<file path="src/rtl/fifo_write_arbiter.sv">
// Round-robin arbiter sharing one FIFO write port between NUM_REQ producers.
// Each grant covers one burst: up to BURST_LEN beats, or fewer if the producer flags last.
module fifo_write_arbiter #(
    parameter int NUM_REQ      = 3,
    parameter int W_DATA_WIDTH = 64,
    parameter int BURST_LEN    = 4
) (
    input  logic                            clk,
    input  logic                            reset,
    input  logic [NUM_REQ-1:0]              req_valid,
    input  logic [NUM_REQ-1:0]              req_last,
    input  logic [NUM_REQ*W_DATA_WIDTH-1:0] req_data,
    output logic [NUM_REQ-1:0]              req_ready,
    input  logic                            full_flag,
    output logic                            fifo_write_request,
    output logic [W_DATA_WIDTH-1:0]         fifo_wr_data,
    output logic [NUM_REQ-1:0]              grant,
    output logic                            busy
);
    localparam int IDX_W = (NUM_REQ > 1) ? $clog2(NUM_REQ) : 1;
    localparam int CNT_W = (BURST_LEN > 1) ? $clog2(BURST_LEN) : 1;

    typedef enum logic {IDLE, BURST} state_t;

    state_t                                  state, state_nx;
    logic [IDX_W-1:0]                        grant_idx, grant_idx_nx;
    logic [IDX_W-1:0]                        rr_ptr, rr_ptr_nx;
    logic [IDX_W-1:0]                        pick_idx, cand;
    logic [CNT_W-1:0]                        beat_cnt, beat_cnt_nx;
    logic [NUM_REQ-1:0]                      grant_nx;
    logic [NUM_REQ-1:0][W_DATA_WIDTH-1:0]    slot;
    logic                                    pick_found, accept, burst_end;

    assign slot = req_data;

    // Scan downward so the last hit is the closest requester at/after rr_ptr.
    always_comb begin
        pick_found = 1'b0;
        pick_idx   = '0;
        cand       = '0;
        for (int k = NUM_REQ - 1; k >= 0; k--) begin
            cand = IDX_W'((int'(rr_ptr) + k) % NUM_REQ);
            if (req_valid[cand]) begin
                pick_found = 1'b1;
                pick_idx   = cand;
            end
        end
    end

    assign busy      = (state == BURST);
    assign accept    = busy & req_valid[grant_idx] & ~full_flag;
    assign burst_end = accept & (req_last[grant_idx] | (beat_cnt == CNT_W'(BURST_LEN - 1)));

    always_comb begin
        req_ready = '0;
        if (busy && !full_flag) req_ready[grant_idx] = 1'b1;
    end

    assign fifo_write_request = accept;
    assign fifo_wr_data       = busy ? slot[grant_idx] : '0;

    always_comb begin
        state_nx     = state;
        grant_idx_nx = grant_idx;
        grant_nx     = grant;
        beat_cnt_nx  = beat_cnt;
        rr_ptr_nx    = rr_ptr;
        case (state)
            IDLE: begin
                if (pick_found) begin
                    state_nx     = BURST;
                    grant_idx_nx = pick_idx;
                    grant_nx     = NUM_REQ'(1) << pick_idx;
                    beat_cnt_nx  = '0;
                end
            end
            BURST: begin
                if (burst_end) begin
                    state_nx    = IDLE;
                    grant_nx    = '0;
                    beat_cnt_nx = '0;
                    rr_ptr_nx   = (grant_idx == IDX_W'(NUM_REQ - 1)) ? '0 : grant_idx + IDX_W'(1);
                end else if (accept) begin
                    beat_cnt_nx = beat_cnt + CNT_W'(1);
                end
            end
            default: state_nx = IDLE;
        endcase
    end

    always_ff @(posedge clk) begin
        if (reset) begin
            state     <= IDLE;
            grant_idx <= '0;
            grant     <= '0;
            beat_cnt  <= '0;
            rr_ptr    <= '0;
        end else begin
            state     <= state_nx;
            grant_idx <= grant_idx_nx;
            grant     <= grant_nx;
            beat_cnt  <= beat_cnt_nx;
            rr_ptr    <= rr_ptr_nx;
        end
    end
endmodule

</file>
<file path="config.mk">
export PLATFORM = sky130hd
export DESIGN_NAME = fifo_write_arbiter
export DESIGN_NICKNAME = d
export VERILOG_FILES = /design/src/rtl/fifo_write_arbiter.sv
export SDC_FILE = /design/constraint.sdc
export NUM_CORES = 1
export LEC_CHECK = 0
export CAP_MARGIN = 20
export CORE_AREA = 3 3 105 107
export DETAILED_ROUTE_END_ITERATION = 8
export DIE_AREA = 0 0 108 110
export GPL_TIMING_DRIVEN = 1
export PLACE_DENSITY = 0.7
export SETUP_SLACK_MARGIN = 0.5
export SLEW_MARGIN = 10
export SYNTH_ARGS = -nofsm -noshare
export SYNTH_HDL_FRONTEND = slang
export SYNTH_SLANG_ARGS = --single-unit
</file>
<file path="constraint.sdc">
create_clock -name clk -period 4.8 [get_ports clk]
set_input_delay 0.72 -clock clk [delete_from_list [all_inputs] [get_ports clk]]
set_output_delay 0.72 -clock clk [all_outputs]
set_load 0.05 [all_outputs]
</file>
* Yosys cells after proc, flatten, opt, wreduce, memory -nomap -nowiden
Index checks and enable logic that the tools add are counted.
Cells by class: add/sub/neg operators 4, divide/modulo/power cells 3, $lt $le $gt $ge 5, eq/ne operators 5, shifts and indexed selects 1, mux-type cells 33, bitwise gates (word level) 6, reductions and logical operators 7
Operators with widths (count):
- $bmux 64 s2 | 1
- $mux 64 | 2
- $mod 32x3->32 const B | 2
- $mod 3x3->32 const B | 1
- $mux 2 | 7
- $lt 2x3->1 const B | 4
- $mux 1 | 11
- $bmux 1 s2 | 5
- $mux 3 | 3
- $reduce_and 2->1 | 4
- $pmux 3 s2 | 1
- $add 2x1->2 const B | 2
- $eq 2x2->1 const B | 2
- $pmux 2 s2 | 1
- $add 2x1->3 const B | 1
- $add 2x2->3 const B | 1
- $and 1x1->1 | 3
- $ne 3x1->1 const B | 1
- $shl 1x2->3 const A | 1
- $demux 1 s2 | 1
- $ge 2x1->1 const B | 1
- $logic_and 1x1->1 | 2
- $ne 2x1->1 const B | 1
- $ne 2x2->1 const B | 1
- 4 further kinds | 5
Word-level totals: flip-flop bits (word level) 10, bits of input ports 201, output and inout port bits 72, word-level logic and storage cells 69

* Logic depth before layout (Yosys ltp)
Gate-level depths: netlist of the first run.
depth in word-level cells 10, gate-level depth with buffers 9, depth with buffers taken out 7

* Worst setup path before layout of the first run
No wires, ideal clock.
path type input to output, from input full_flag, to output req_ready[0], data arrival time 1.926 ns, required time 4.080 ns, setup slack 2.154 ns, stages 2, buffers on the path 0, cells stage by stage nand2b_1 nor3_1
On the way: longest elaborated chain between the ends 3
Ends and longest elaborated chain:
- start: declaration | RTL line 14 | input logic full_flag,
- $logic_not 1->1 | RTL line 56 | if (busy && !full_flag) req_ready[grant_idx] = 1'b1;
- $logic_and 1x1->1 | RTL line 56
- $mux 3 | RTL line 56
- end: declaration | RTL line 13 | output logic [NUM_REQ-1:0] req_ready,
No other way between the ends.

* Worst setup path in the final report of the first run
from register grant_idx[1], to output fifo_wr_data[3]
On the way: longest elaborated chain between the ends 3
Ends and longest elaborated chain:
- start: declaration | RTL line 26 | logic [IDX_W-1:0] grant_idx, grant_idx_nx;
- start signal: assignment | RTL line 100 | grant_idx <= grant_idx_nx;
- $bmux 64 s2 | RTL line 60 | assign fifo_wr_data = busy ? slot[grant_idx] : '0;
- $mux 64 (implied by the code) | RTL line 60
- $mux 64 | RTL line 60
- end: declaration | RTL line 16 | output logic [W_DATA_WIDTH-1:0] fifo_wr_data,
No other way between the ends. The select of a mux whose other input is x is not followed.

==> results of run 1 <==
==> metal layers <==
metal	up-vias	wire length, um	global-route usage [%]
li1	1772	-	-
met1	1650	4340	19.2
met2	168	6350	34.8
met3	9	1170	4.66
met4	0	112	2.71
met5	-	0	0
==> worst register-to-register path, stage by stage (launching register included) <==
cell	delay, ns
sky130_fd_sc_hd__dfxtp_1	0.35
sky130_fd_sc_hd__inv_1	0.07
sky130_fd_sc_hd__ha_1	0.41
sky130_fd_sc_hd__a21o_1	0.22
sky130_fd_sc_hd__a221o_1	0.26
sky130_fd_sc_hd__a22oi_1	0.60
sky130_fd_sc_hd__nand2b_1	0.22
sky130_fd_sc_hd__a21oi_1	0.07
==> cells in the mapped netlist (2+ instances only) <==
cell type	instances	share of area [%]
sky130_fd_sc_hd__or3_1	2	0.55
sky130_fd_sc_hd__o21ai_0	2	0.44
sky130_fd_sc_hd__nor3_1	2	0.44
sky130_fd_sc_hd__buf_2	16	3.5
sky130_fd_sc_hd__nand2_1	11	1.8
sky130_fd_sc_hd__a21oi_1	74	16
sky130_fd_sc_hd__dfxtp_1	10	8.8
sky130_fd_sc_hd__ha_1	4	2.2
sky130_fd_sc_hd__nor2b_1	2	0.55
sky130_fd_sc_hd__nor2_1	131	22
sky130_fd_sc_hd__nand3_1	6	1.3
sky130_fd_sc_hd__mux2i_1	67	29
sky130_fd_sc_hd__inv_1	7	1.2
sky130_fd_sc_hd__nand2b_1	5	1.4
sky130_fd_sc_hd__clkbuf_1	16	2.6
sky130_fd_sc_hd__nand3b_1	2	0.66
==> flip-flops by register name, indices dropped and copies added (netlist names) <==
signal     cells
grant_idx      2
busy           1
beat_cnt       2
grant          3
rr_ptr         2
==> worst max path at each step <==
stage | start | end | cells after the start
2_1_floorplan | full_flag | req_ready[0] | 2
3_3_place_gp | req_valid[2] | fifo_write_request | 6
3_5_place_dp | req_valid[2] | fifo_write_request | 6
4_1_cts | grant_idx[1]$_SDFFE_PP0P_ | fifo_wr_data[3] | 6
5_1_grt | grant_idx[1]$_SDFFE_PP0P_ | fifo_wr_data[23] | 6
6_report | grant_idx[1]$_SDFFE_PP0P_ | fifo_wr_data[3] | 6
==> report_power, final <==
group / internal [mW] / leakage, nW / switching, mW / total [mW]
clock network: 0.0584 / 0.0228 / 0.0353 / 0.0937
registers: 0.0877 / 0.0828 / 0.0112 / 0.0989
logic: 0.308 / 1.75 / 0.368 / 0.676
total: 0.454 / 1.86 / 0.415 / 0.869
==> cell families (layout without fill, tap and decap cells) <==
group           Yosys count  after routing  synth area share (%)
compound gates           88             88                  21.1
flops                    10             10                  8.80
fa+ha+maj                 4              4                  2.20
simple gates            163            163                  29.5
mux                      68             68                  30.1
buf+inv                  42            287                  8.30
==> metrics by stage <==
step           power, mW  setup slack, ns  utilization, %  cell area [um^2]  std cells
4_1_cts            0.877             1.06            49.9              5110        756
2_1_floorplan      0.472             2.15               -              2280        375
3_5_place_dp       0.780             1.21            49.5              5060        752
3_3_place_gp       0.773             1.25            49.5              5060        752
5_1_grt            0.920            0.934            49.9              5110        756
6_report           0.869             1.10            49.9              5110        756
==> area by class of cell <==
type                    count  area, um^2  area share [%]
clock buffers               4        45.0           0.882
inverters                   7        26.3           0.515
multi-input cells         323        1890            37.1
flip-flops and latches     10         205            4.02
well taps                 136         170            3.33
repair buffers            276        2770            54.2
==> results.md, run 1 <==
- The flow ran to the end, and the final reports show no timing, DRC or antenna violations.
- The worst setup path is launched from a flip-flop.
- The floorplan step set the die height to ~110 um.
- The number of buffer cells added on primary ports is ~270.
- The cell that appears most often on the critical path is sky130_fd_sc_hd__nor2_1.
- The kind of cell adding the most delay to the critical path is buffers and inverters.
- The number of antenna violations at the first check in global routing is 0.
- The wire length of the first global-routing pass is ~17000 um.
- At the later pin of the worst-skew pair, clock insertion delay measures ~0.24 ns.
- Of all nets on the critical path, the largest fanout is 45.
- Counting the fill cells in the layout gives 983.
- The via count of the first global-routing pass is 3477.
- The count of hold-fix buffers inserted at cts is 0.
- The clock tree skew after final layout is approximately 0.0012 ns.
- The total via count after detailed routing is 3599.
- The tool flagged a number of max-cap violations equal to 0.
- The total count of max-transition violations in the final report is 0.
- The net count after synthesis is 580.
- The per-cell routed wire length is 15.8 um.
- Yosys printed 0 warnings.
- Data on the critical path is required at its endpoint by just over 4 ns.
- The start-to-end type of the worst setup path is flip-flop to output port.
- Adding up every negative setup slack in the final design gives 0 ns.
- The signal on the critical path passes through buf_4 > mux2i_1 > nor2_1 > a21oi_1 > nor2_1 > clkdlybuf4s50_1.
- For the worst flop-to-flop path, the logic depth is 7.
- The worst slew margin relative to its limit is 47.9%.
- The number of buffers inserted during clock tree synthesis is 3.
- The H-tree level count is 1.
- The CTS tree is built.
- The tightest min-delay check is of the flip-flop to flip-flop type.
- The endpoint identified for the worst register-to-register timing path is grant_idx[0]$_SDFFE_PP0P_.
- The element type at the critical path end is an output port.
- The mapped netlist covers 0.00228 mm^2.
- The areal power density over the cells is roughly 170 mW/mm^2.
- For hold timing, the worst endpoint is rr_ptr[0]$_SDFFE_PP0P_.
- The average vias per placed instance is between 4 and 5.
- The total global-route track usage is between 10% and 20%.
- The hold path startpoint is rr_ptr[0]$_SDFFE_PP0P_.
- Among all flip-flop cells after synthesis, the most frequent one is sky130_fd_sc_hd__dfxtp_1.
- The critical path's slowest cell is sky130_fd_sc_hd__dfxtp_4.
- The CTS clock-pin slew for the worst setup and hold paths is ~0.050 ns.
- The detailed-placement wirelength estimate is approximately 9500 um.
- For this configuration, the core starts out at a cell density of 22.2%.
- The longest clock path from root to sink contains 2 buffers.
- The commonest non-fill, non-tap cell in the layout is sky130_fd_sc_hd__clkdlybuf4s50_1.
- The congestion estimate from routability-driven global placement came to between 0.8 and 0.9.
- Of the cells placed in the final design, the portion with a size suffix greater than 1 is approximately 2.3%.
- The total global routing overflow is 0.
- The number of antenna diodes in the final layout is 0.
- The number of nets in the layout is 826.
- Post-CTS repair changed the size of 0 cells.
- The maximum clock frequency is ~270 MHz.
- Buffers added to address setup during post-CTS repair amount to 0.
- The register-to-register setup slack is 2.46 ns.
- The cell count after synthesis is approximately 380.
- The die covers ~0.012 mm^2.
- Of the synthesized area, sequential elements account for 8.80%.
- The shortest clock period the worst path allows after layout is 3.70 ns.
- The number of failing hold endpoints at the final stage is 0.
- The peak ir drop on the vdd network is around 0.00012 V.
- The maximum cell stage delay along the critical path is a little over 0.8 ns.
- The core box area is ~0.010 mm^2.
- The root buffer cell chosen for the clock tree is sky130_fd_sc_hd__clkbuf_8.
- The post-synthesis register bit count is 10.
- The die extent in x is ~110 um.
- The distinct cell type count after synthesis is 34.
- In the finished design, the share of the clock period the worst path needs comes to between 70 and 80%.
- After detailed routing, the number of remaining DRC violations is 0.
- Of all flip-flops after synthesis, the portion carrying an async set or reset was 0%.
- The startpoint of the worst-slack reg-to-reg timing path is rr_ptr[0]$_SDFFE_PP0P_.
- The mean post-synth cell area is between 6 and 7 um^2.
- Final hold analysis gives a worst-case slack of around 0.47 ns.
- From synthesis to final layout, the design area changed by 124%.
- At the worst endpoint, the arrival time is about 3.0 ns.
- Leaving out fill and tap cells, the most frequent cells in the layout are 272 x sky130_fd_sc_hd__clkdlybuf4s50_1, 131 x sky130_fd_sc_hd__nor2_1, 74 x sky130_fd_sc_hd__a21oi_1.
- The first routing iteration left approximately 300 violations.
- The first TritonRoute pass finished after 5 iterations.
- In this run the count of I/O pins placed on the die edge is approximately 270.
- The number of sinks handled by clock tree synthesis is 10.
- The total buffers and inverters traversed by the critical path is 2.
- In this run the core area contains 37 standard-cell rows.
- Setup violations remaining at the end of the flow were counted as 0.
- Setup repair after global routing left no endpoint under its margin.
- Yosys mapped a number of flops with a built-in enable equal to 0.
- For this design the static power due to leakage is 1.86 nW.
- The final antenna-violating net count is 0.
- The routed design has between 10000 and 15000 um of wire.
- The worst hold path depth is 2.
- For the pin with the worst max-slew slack, the measured transition is slightly below 0.8 ns.
- The largest net degree at the start of global routing is 71.
(Power assumes the default switching activity.)
==> inputs of run 2 (changes only) <==
--- a/config.mk
+++ b/config.mk
@@ -6,11 +6,11 @@
 export NUM_CORES = 1
 export LEC_CHECK = 0
 export CAP_MARGIN = 20
-export CORE_AREA = 3 3 105 107
+export CORE_AREA = 3 3 106 108
 export DETAILED_ROUTE_END_ITERATION = 8
-export DIE_AREA = 0 0 108 110
+export DIE_AREA = 0 0 109 111
 export GPL_TIMING_DRIVEN = 1
-export PLACE_DENSITY = 0.7
+export PLACE_DENSITY = 0.72
 export SETUP_SLACK_MARGIN = 0.5
 export SLEW_MARGIN = 10
 export SYNTH_ARGS = -nofsm -noshare
==> constraint.sdc (replaced) <==
create_clock -name clk -period 3.3 [get_ports clk]
set_input_delay 0.495 -clock clk [delete_from_list [all_inputs] [get_ports clk]]
set_output_delay 0.495 -clock clk [all_outputs]
set_load 0.05 [all_outputs]
==> run 2 against run 1 <==
Non-clock buffer count is 4 higher. Register-to-register slack worse by 1.5 ns. Via count is 1.2% higher. Final area is 13% higher. Sequential share of layout area is 0.47 points lower. Power is 71% higher. Worst setup slack worse by 0.50 ns. Clock skew is 0.0011 ns higher. Clock power is 65% higher.
==> results.md, run 2 (synthesis results as in run 1) <==
- The clock tree skew after final layout is 0.00236 ns (was 0.00125 ns).
- The total global-route track usage is 18.6% (was 17.7%).
- The placed cell count came to 756 (was 752).
- The detailed-route DRC error count is 0 (unchanged).
- The element type at the critical path end is an output port (unchanged).
- The maximum cell stage delay along the critical path came to 0.82 ns (was 0.83 ns).
- The maximum clock frequency is about 370 MHz.
- The areal power density over the cells is 256 mW/mm^2 (was 170 mW/mm^2).
- The fraction of final layout cells with drive strength greater than 1 was 13.5% (was 2.26%).
- The number of failing hold endpoints at the final stage is 0 (unchanged).
- The number of flip-flops under the largest register name is 3 (unchanged).
- The max-cap check violation count was 0 (unchanged).
- The CTS tree is built (unchanged).
- The final standard cell count with taps included and fillers excluded is 761 (was 756).
- Cell-by-cell trace of the critical path: clkdlybuf4s50_1 > nor2_1 > and3_1 > clkdlybuf4s50_1 (was buf_4 > mux2i_1 > nor2_1 > a21oi_1 > nor2_1 > clkdlybuf4s50_1).
- The H-tree level count is 1 (unchanged).
- The number of gates resized after cts was 0 (unchanged).
- The area added between synthesis and finish is 154% (was 124%).
- The data required time of the worst path came to 2.80 ns (was 4.08 ns).
- The register area was 205 um^2 (unchanged).
- The per-cell routed wire length was 16.1 um (was 15.8 um).
- The filler cell count in the final layout is 911 (was 983).
- The transition time at the pin with the least slew margin came to 0.784 ns (was 0.782 ns).
- The worst min-delay path class is flip-flop to flip-flop (unchanged).
- The total count of max-transition violations in the final report came to 0 (unchanged).
- The setup total negative slack is 0 ns (unchanged).
- The die extent in x is 109 um (was 108 um).
- The worst slew margin relative to its limit was 47.8% (was 47.9%).
- The signal arrival time at the worst endpoint was 2.20 ns (was 2.98 ns).
- The most common cell type on the critical path is sky130_fd_sc_hd__clkdlybuf4s50_1 (was sky130_fd_sc_hd__nor2_1).
- The number of placed I/O pins was 273 (unchanged).
- The final core utilization is 56.1% (was 49.9%).
- The core box area was 0.0103 mm^2 (was 0.0102 mm^2).
- The CTS clock-pin slew for the worst setup and hold paths is 0.05 ns (about the same).
- Most frequent cells in the layout: 207 x sky130_fd_sc_hd__clkdlybuf4s50_1, 131 x sky130_fd_sc_hd__nor2_1, 74 x sky130_fd_sc_hd__a21oi_1 (was 272 x sky130_fd_sc_hd__clkdlybuf4s50_1, 131 x sky130_fd_sc_hd__nor2_1, 74 x sky130_fd_sc_hd__a21oi_1).
- Counting I/O delays and the setup requirement, the final critical path takes approximately 2.7 ns.
- The final estimated routing congestion in global placement is 0.888 (was 0.808).
- The detailed-placement wirelength estimate was 10000 um (was 9530 um).
- The via count of the first global-routing pass is 3570 (was 3477).
- The total global routing overflow came to 0 (unchanged).
- The number of buffer cells added on primary ports was 272 (unchanged).
- The register-to-register setup slack is 0.98 ns (was 2.46 ns).
- The setup fix buffers added after clock tree synthesis is 0 (unchanged).
- The start-to-end type of the worst setup path was input port to output port (was flip-flop to output port).
- The number of antenna violations at the first check in global routing is 0 (unchanged).
- The setup violation total in the final timing report is 0 (unchanged).
- The total via count after detailed routing is 3643 (was 3599).
- The effective utilization at floorplan is 22.0% (was 22.2%).
- The first-pass detailed-route iteration total is 5 (unchanged).
- The area of combinational cells with multiple inputs is 0.00189 mm^2 (unchanged).
- The critical path's slowest cell is sky130_fd_sc_hd__clkdlybuf4s50_1 (was sky130_fd_sc_hd__dfxtp_4).
- The site row count came to 37 (unchanged).
- The leakage dissipation is 2.21 nW (was 1.86 nW).
- The number of sinks handled by clock tree synthesis is 10 (unchanged).
- The final antenna-violating net count is 0 (unchanged).
- The number of buffers inserted during clock tree synthesis is 3 (unchanged).
- The average vias per placed instance came to 4.79 (was 4.76).
- The count of hold-fix buffers inserted at cts is 0 (unchanged).
- The period utilization is slightly above 80%.
- The most flop-heavy register is grant (unchanged).
- The number of nets in the layout came to 830 (was 826).
- The violation count after the first detailed-routing iteration is 218 (was 298).
- The vertical extent of the die is 111 um (was 110 um).
- The startpoint type of the worst setup path is an input port (was flip-flop).
- The wire length of the first global-routing pass came to 18400 um (was 17100 um).
- The maximum buffer depth of the clock tree came to 2 (unchanged).
- The peak ir drop on the vdd network was 0.000256 V (was 0.000121 V).
- The overall routed net length came to 12300 um (was 12000 um).
- The biggest fanout along the worst timing path came to 3 (was 45).
- Setup repair after global routing missed its margin: false (unchanged).
- The largest net degree at the start of global routing is 66 (was 71).
- The clock latency on the worst-skew pair is 0.24 ns (about the same).
- The die area is 0.0121 mm^2 (was 0.0119 mm^2).
- The commonest non-fill, non-tap cell in the layout was sky130_fd_sc_hd__clkdlybuf4s50_1 (unchanged).
- Outcome: finished, final reports clean (unchanged).
- The root buffer selected by CTS is sky130_fd_sc_hd__clkbuf_8 (unchanged).
==> run 2: changes by cell type in the layout (fill, tap and decap cells not counted), sizes merged <==
cell | previous run | this run
buf | 4 | 73
clkdlybuf4s50 | 272 | 207
diode | 0 | 1
==> run 2: layout make-up <==
type                       count  area share, %
tap                          136           2.94
inverter                       7          0.454
timing repair buffer         280           59.3
multi-input combinational    323           32.7
antenna                        1         0.0432
clock buffer                   4          0.951
sequential                    10           3.55
==> run 2: worst max-delay path, delay by kind of cell <==
| family | cells | cell delay [ns] |
|---|---|---|
| buf+inv | 2 | 1.24 |
| simple gates | 2 | 0.46 |
==> run 2: per-stage QoR <==
stage	power, mW	worst slack (ns)	instance area, um^2	hold slack [ns]
final	1.48	0.603	5790	0.473
after global placement	1.32	0.612	5730	0.457
after detailed placement	1.34	0.605	5730	0.466
after floorplan	0.686	0.894	2280	0.447
after global routing	1.55	0.550	5780	0.495
after CTS	1.49	0.605	5780	0.476
==> run 2: path summary, 6_finish.rpt <==
path | from | end | cells past startpoint
worst max-delay path | full_flag | req_ready[2] | 4
worst min register to register | rr_ptr[0]$_SDFFE_PP0P_ | rr_ptr[0]$_SDFFE_PP0P_ | 2
worst max register to register | rr_ptr[0]$_SDFFE_PP0P_ | grant[2]$_SDFFE_PP0P_ | 7
worst min-delay path | rr_ptr[0]$_SDFFE_PP0P_ | rr_ptr[0]$_SDFFE_PP0P_ | 2
==> run 2: routing by layer <==
layer,track usage [%],share of wire (%),vias to the layer above
li1,-,-,1777
met1,20.3,35,1663
met2,36.5,54,194
met3,4.48,11,9
met4,1.60,0.56,0
met5,0,0,-
==> run 2: power by group <==
part           internal (mW)  switching, mW
Combinational          0.601          0.586
Sequential             0.128         0.0138
Clock                  0.105         0.0495
Total                  0.833          0.649
==> inputs of run 3 (changes only) <==
--- a/config.mk
+++ b/config.mk
@@ -6,11 +6,11 @@
 export NUM_CORES = 1
 export LEC_CHECK = 0
 export CAP_MARGIN = 20
-export CORE_AREA = 3 3 106 108
+export CORE_AREA = 3 3 105 107
 export DETAILED_ROUTE_END_ITERATION = 8
-export DIE_AREA = 0 0 109 111
+export DIE_AREA = 0 0 108 110
 export GPL_TIMING_DRIVEN = 1
-export PLACE_DENSITY = 0.72
+export PLACE_DENSITY = 0.7
 export SETUP_SLACK_MARGIN = 0.5
 export SLEW_MARGIN = 10
 export SYNTH_ARGS = -nofsm -noshare
==> constraint.sdc (replaced) <==
create_clock -name clk -period 2.8 [get_ports clk]
set_input_delay 0.42 -clock clk [delete_from_list [all_inputs] [get_ports clk]]
set_output_delay 0.42 -clock clk [all_outputs]
set_load 0.05 [all_outputs]
==> run 3 against run 2 <==
Cell count grew 0.53%. Combinational power rose by 19%. Critical path type is now flip-flop to output port. Sequential power is 17% higher. Final area rose by 1.7%. Largest cell class unchanged. Largest power group unchanged. Count of clock-buffer cells in the layout unchanged. First-iteration DRC count shrank 24%.
==> results.md, run 3 (synthesis results as in run 1) <==
- Outcome: finished, final reports clean (unchanged).
- The maximum cell stage delay along the critical path was 0.48 ns (was 0.82 ns).
- The worst path uses between 70 and 80% of the clock period.
- Setup repair after global routing missed its margin: true (was false).
- The total global routing overflow is 0 (unchanged).
- The vertical extent of the die is 110 um (was 111 um).
- The max-cap check violation count is 0 (unchanged).
- The global-route met2 utilization is 34.1% (was 36.5%).
- The CTS clock-pin slew for the worst setup and hold paths is 0.05 ns (about the same).
- The met3 usage in global routing is 5.42% (was 4.48%).
- The violation count after the first detailed-routing iteration is 165 (was 218).
- The most heavily used metal layer in global routing is met2 (unchanged).
- The signal arrival time at the worst endpoint is 1.75 ns (was 2.20 ns).
- The final core utilization is 57.5% (was 56.1%).
- The overall routed net length is 12600 um (was 12300 um).
- The detailed-placement wirelength estimate is 10200 um (was 10000 um).
- The total via count after detailed routing is 3626 (was 3643).
- The peak ir drop on the vdd network is 0.000226 V (was 0.000256 V).
- The leakage dissipation was 2.26 nW (was 2.21 nW).
- The most flop-heavy register is grant (unchanged).
- The met1 track demand over resource came to 21.7% (was 20.3%).
- Cell-by-cell trace of the critical path: nor2b_4 > buf_6 > a21oi_1 > nor2_1 > buf_12 (was clkdlybuf4s50_1 > nor2_1 > and3_1 > clkdlybuf4s50_1).
- The H-tree level count was 1 (unchanged).
- The number of nets in the layout is 835 (was 830).
- The element type at the critical path end was an output port (unchanged).
- The largest net degree at the start of global routing is 53 (was 66).
- The site row count is 37 (unchanged).
- The root buffer selected by CTS was sky130_fd_sc_hd__clkbuf_8 (unchanged).
- The areal power density over the cells was 300 mW/mm^2 (was 256 mW/mm^2).
- The smallest hold slack came to 0.477 ns (was 0.473 ns).
- The die area is 0.0119 mm^2 (was 0.0121 mm^2).
- The core box area came to 0.0102 mm^2 (was 0.0103 mm^2).
- The count of antenna diodes in the layout was 0 (was 1).
- The transition time at the pin with the least slew margin is 0.514 ns (was 0.784 ns).
- The area added between synthesis and finish is 159% (was 154%).
- The shortest clock period the worst path allows after layout is 2.17 ns.
- The data required time of the worst path is 2.38 ns (was 2.80 ns).
- The number of sinks handled by clock tree synthesis is 10 (unchanged).
- The effective utilization at floorplan was 22.2% (was 22.0%).
- The total global-route track usage is 18.8% (was 18.6%).
- The maximum buffer depth of the clock tree is 2 (unchanged).
- The post-route cell area is 0.00588 mm^2 (was 0.00579 mm^2).
- The die extent in x was 108 um (was 109 um).
- The fraction of final layout cells with drive strength greater than 1 is 15.7% (was 13.5%).
- The commonest non-fill, non-tap cell in the layout is sky130_fd_sc_hd__clkdlybuf4s50_1 (unchanged).
- The number of antenna violations at the first check in global routing was 1 (was 0).
- The number of failing hold endpoints at the final stage came to 0 (unchanged).
- The per-cell routed wire length came to 16.5 um (was 16.1 um).
- The number of flip-flops under the largest register name is 3 (unchanged).
- The clock latency on the worst-skew pair came to 0.23 ns (was 0.24 ns).
- The start-to-end type of the worst setup path is flip-flop to output port (was input port to output port).
- The via count of the first global-routing pass is 3410 (was 3570).
- Most frequent cells in the layout: 203 x sky130_fd_sc_hd__clkdlybuf4s50_1, 125 x sky130_fd_sc_hd__nor2_1, 74 x sky130_fd_sc_hd__a21oi_1 (was 207 x sky130_fd_sc_hd__clkdlybuf4s50_1, 131 x sky130_fd_sc_hd__nor2_1, 74 x sky130_fd_sc_hd__a21oi_1).
- The biggest fanout along the worst timing path is 40 (was 3).
- The number of buffers inserted during clock tree synthesis was 3 (unchanged).
- The critical path's slowest cell is sky130_fd_sc_hd__dfxtp_4 (was sky130_fd_sc_hd__clkdlybuf4s50_1).
- The final standard cell count with taps included and fillers excluded was 765 (was 761).
- The placement-stage cell area is 0.00576 mm^2 (was 0.00573 mm^2).
- The setup violation total in the final timing report came to 0 (unchanged).
- The final antenna-violating net count is 0 (unchanged).
- The startpoint type of the worst setup path is a flip-flop (was input port).
- The wire length of the first global-routing pass is 17800 um (was 18400 um).
- The first-pass detailed-route iteration total is 4 (was 5).
- The maximum clock frequency is 461 MHz.
- The total count of max-transition violations in the final report was 0 (unchanged).
- The placed cell count is 756 (unchanged).
- The filler cell count in the final layout was 920 (was 911).
- The clock tree skew after final layout came to 0.00129 ns (was 0.00236 ns).
- The number of placed I/O pins is 273 (unchanged).
- The CTS tree is built (unchanged).
- The worst slew margin relative to its limit came to 65.6% (was 47.8%).
- The average vias per placed instance is 4.74 (was 4.79).
- The number of buffer cells added on primary ports is 272 (unchanged).
- The count of hold-fix buffers inserted at cts is 0 (unchanged).
- The final estimated routing congestion in global placement is 0.779 (was 0.888).
- The detailed-route DRC error count is 0 (unchanged).
- The setup total negative slack is 0 ns (unchanged).
- The worst min-delay path class is flip-flop to flip-flop (unchanged).
run 3: final timing paths:
kind	cells after the start	startpoint	to	slack [ns]
worst max-delay path	5	grant_idx[0]$_SDFFE_PP0P_	fifo_wr_data[17]	0.63
worst min-delay path	2	grant[2]$_SDFFE_PP0P_	grant[2]$_SDFFE_PP0P_	0.48
worst max register to register	7	rr_ptr[0]$_SDFFE_PP0P_	grant[0]$_SDFFE_PP0P_	0.78
worst min register to register	2	grant[2]$_SDFFE_PP0P_	grant[2]$_SDFFE_PP0P_	0.48
run 3: where the power goes:
part / internal [mW] / total [mW] / switching [mW]
registers: 0.150 / 0.165 / 0.0146
clock network: 0.123 / 0.179 / 0.0551
logic: 0.723 / 1.42 / 0.702
run 3: final cells by class:
| class | count | area (um^2) | area share, % |
|---|---|---|---|
| Timing Repair Buffer | 285 | 3510 | 59.6 |
| Multi-Input combinational cell | 323 | 1910 | 32.5 |
| Sequential cell | 10 | 208 | 3.53 |
| Tap cell | 136 | 170 | 2.89 |
| Clock buffer | 4 | 55.1 | 0.936 |
| Inverter | 7 | 28.8 | 0.489 |
run 3: per-layer routing:
metal / wire length, um / vias to the layer above
met1: 4750 / 1631
met3: 1250 / 20
met5: 7 / -
li1: - / 1784
met2: 6380 / 189
met4: 255 / 2
run 3: critical path, delay by kind of cell, from the launching register on:
family	cells	cell delay, ns
DFF	1	0.48
buffers and inverters	2	0.47
AOI/OAI and AO/OA	1	0.12
and+or+nand+nor	2	0.42
run 3: per-stage QoR:
stage	total power, mW	setup slack, ns
after CTS	1.78	0.551
after global placement	1.57	0.506
after floorplan	0.814	0.469
final	1.77	0.632
after global routing	1.86	0.499
after detailed placement	1.59	0.492
run 3: what timing repair did:
item	4_1_cts	5_1_grt
endpoints found under the setup margin	65	12
buffers inserted	1	4
endpoints found under the hold margin	0	0
resized for setup	4	3
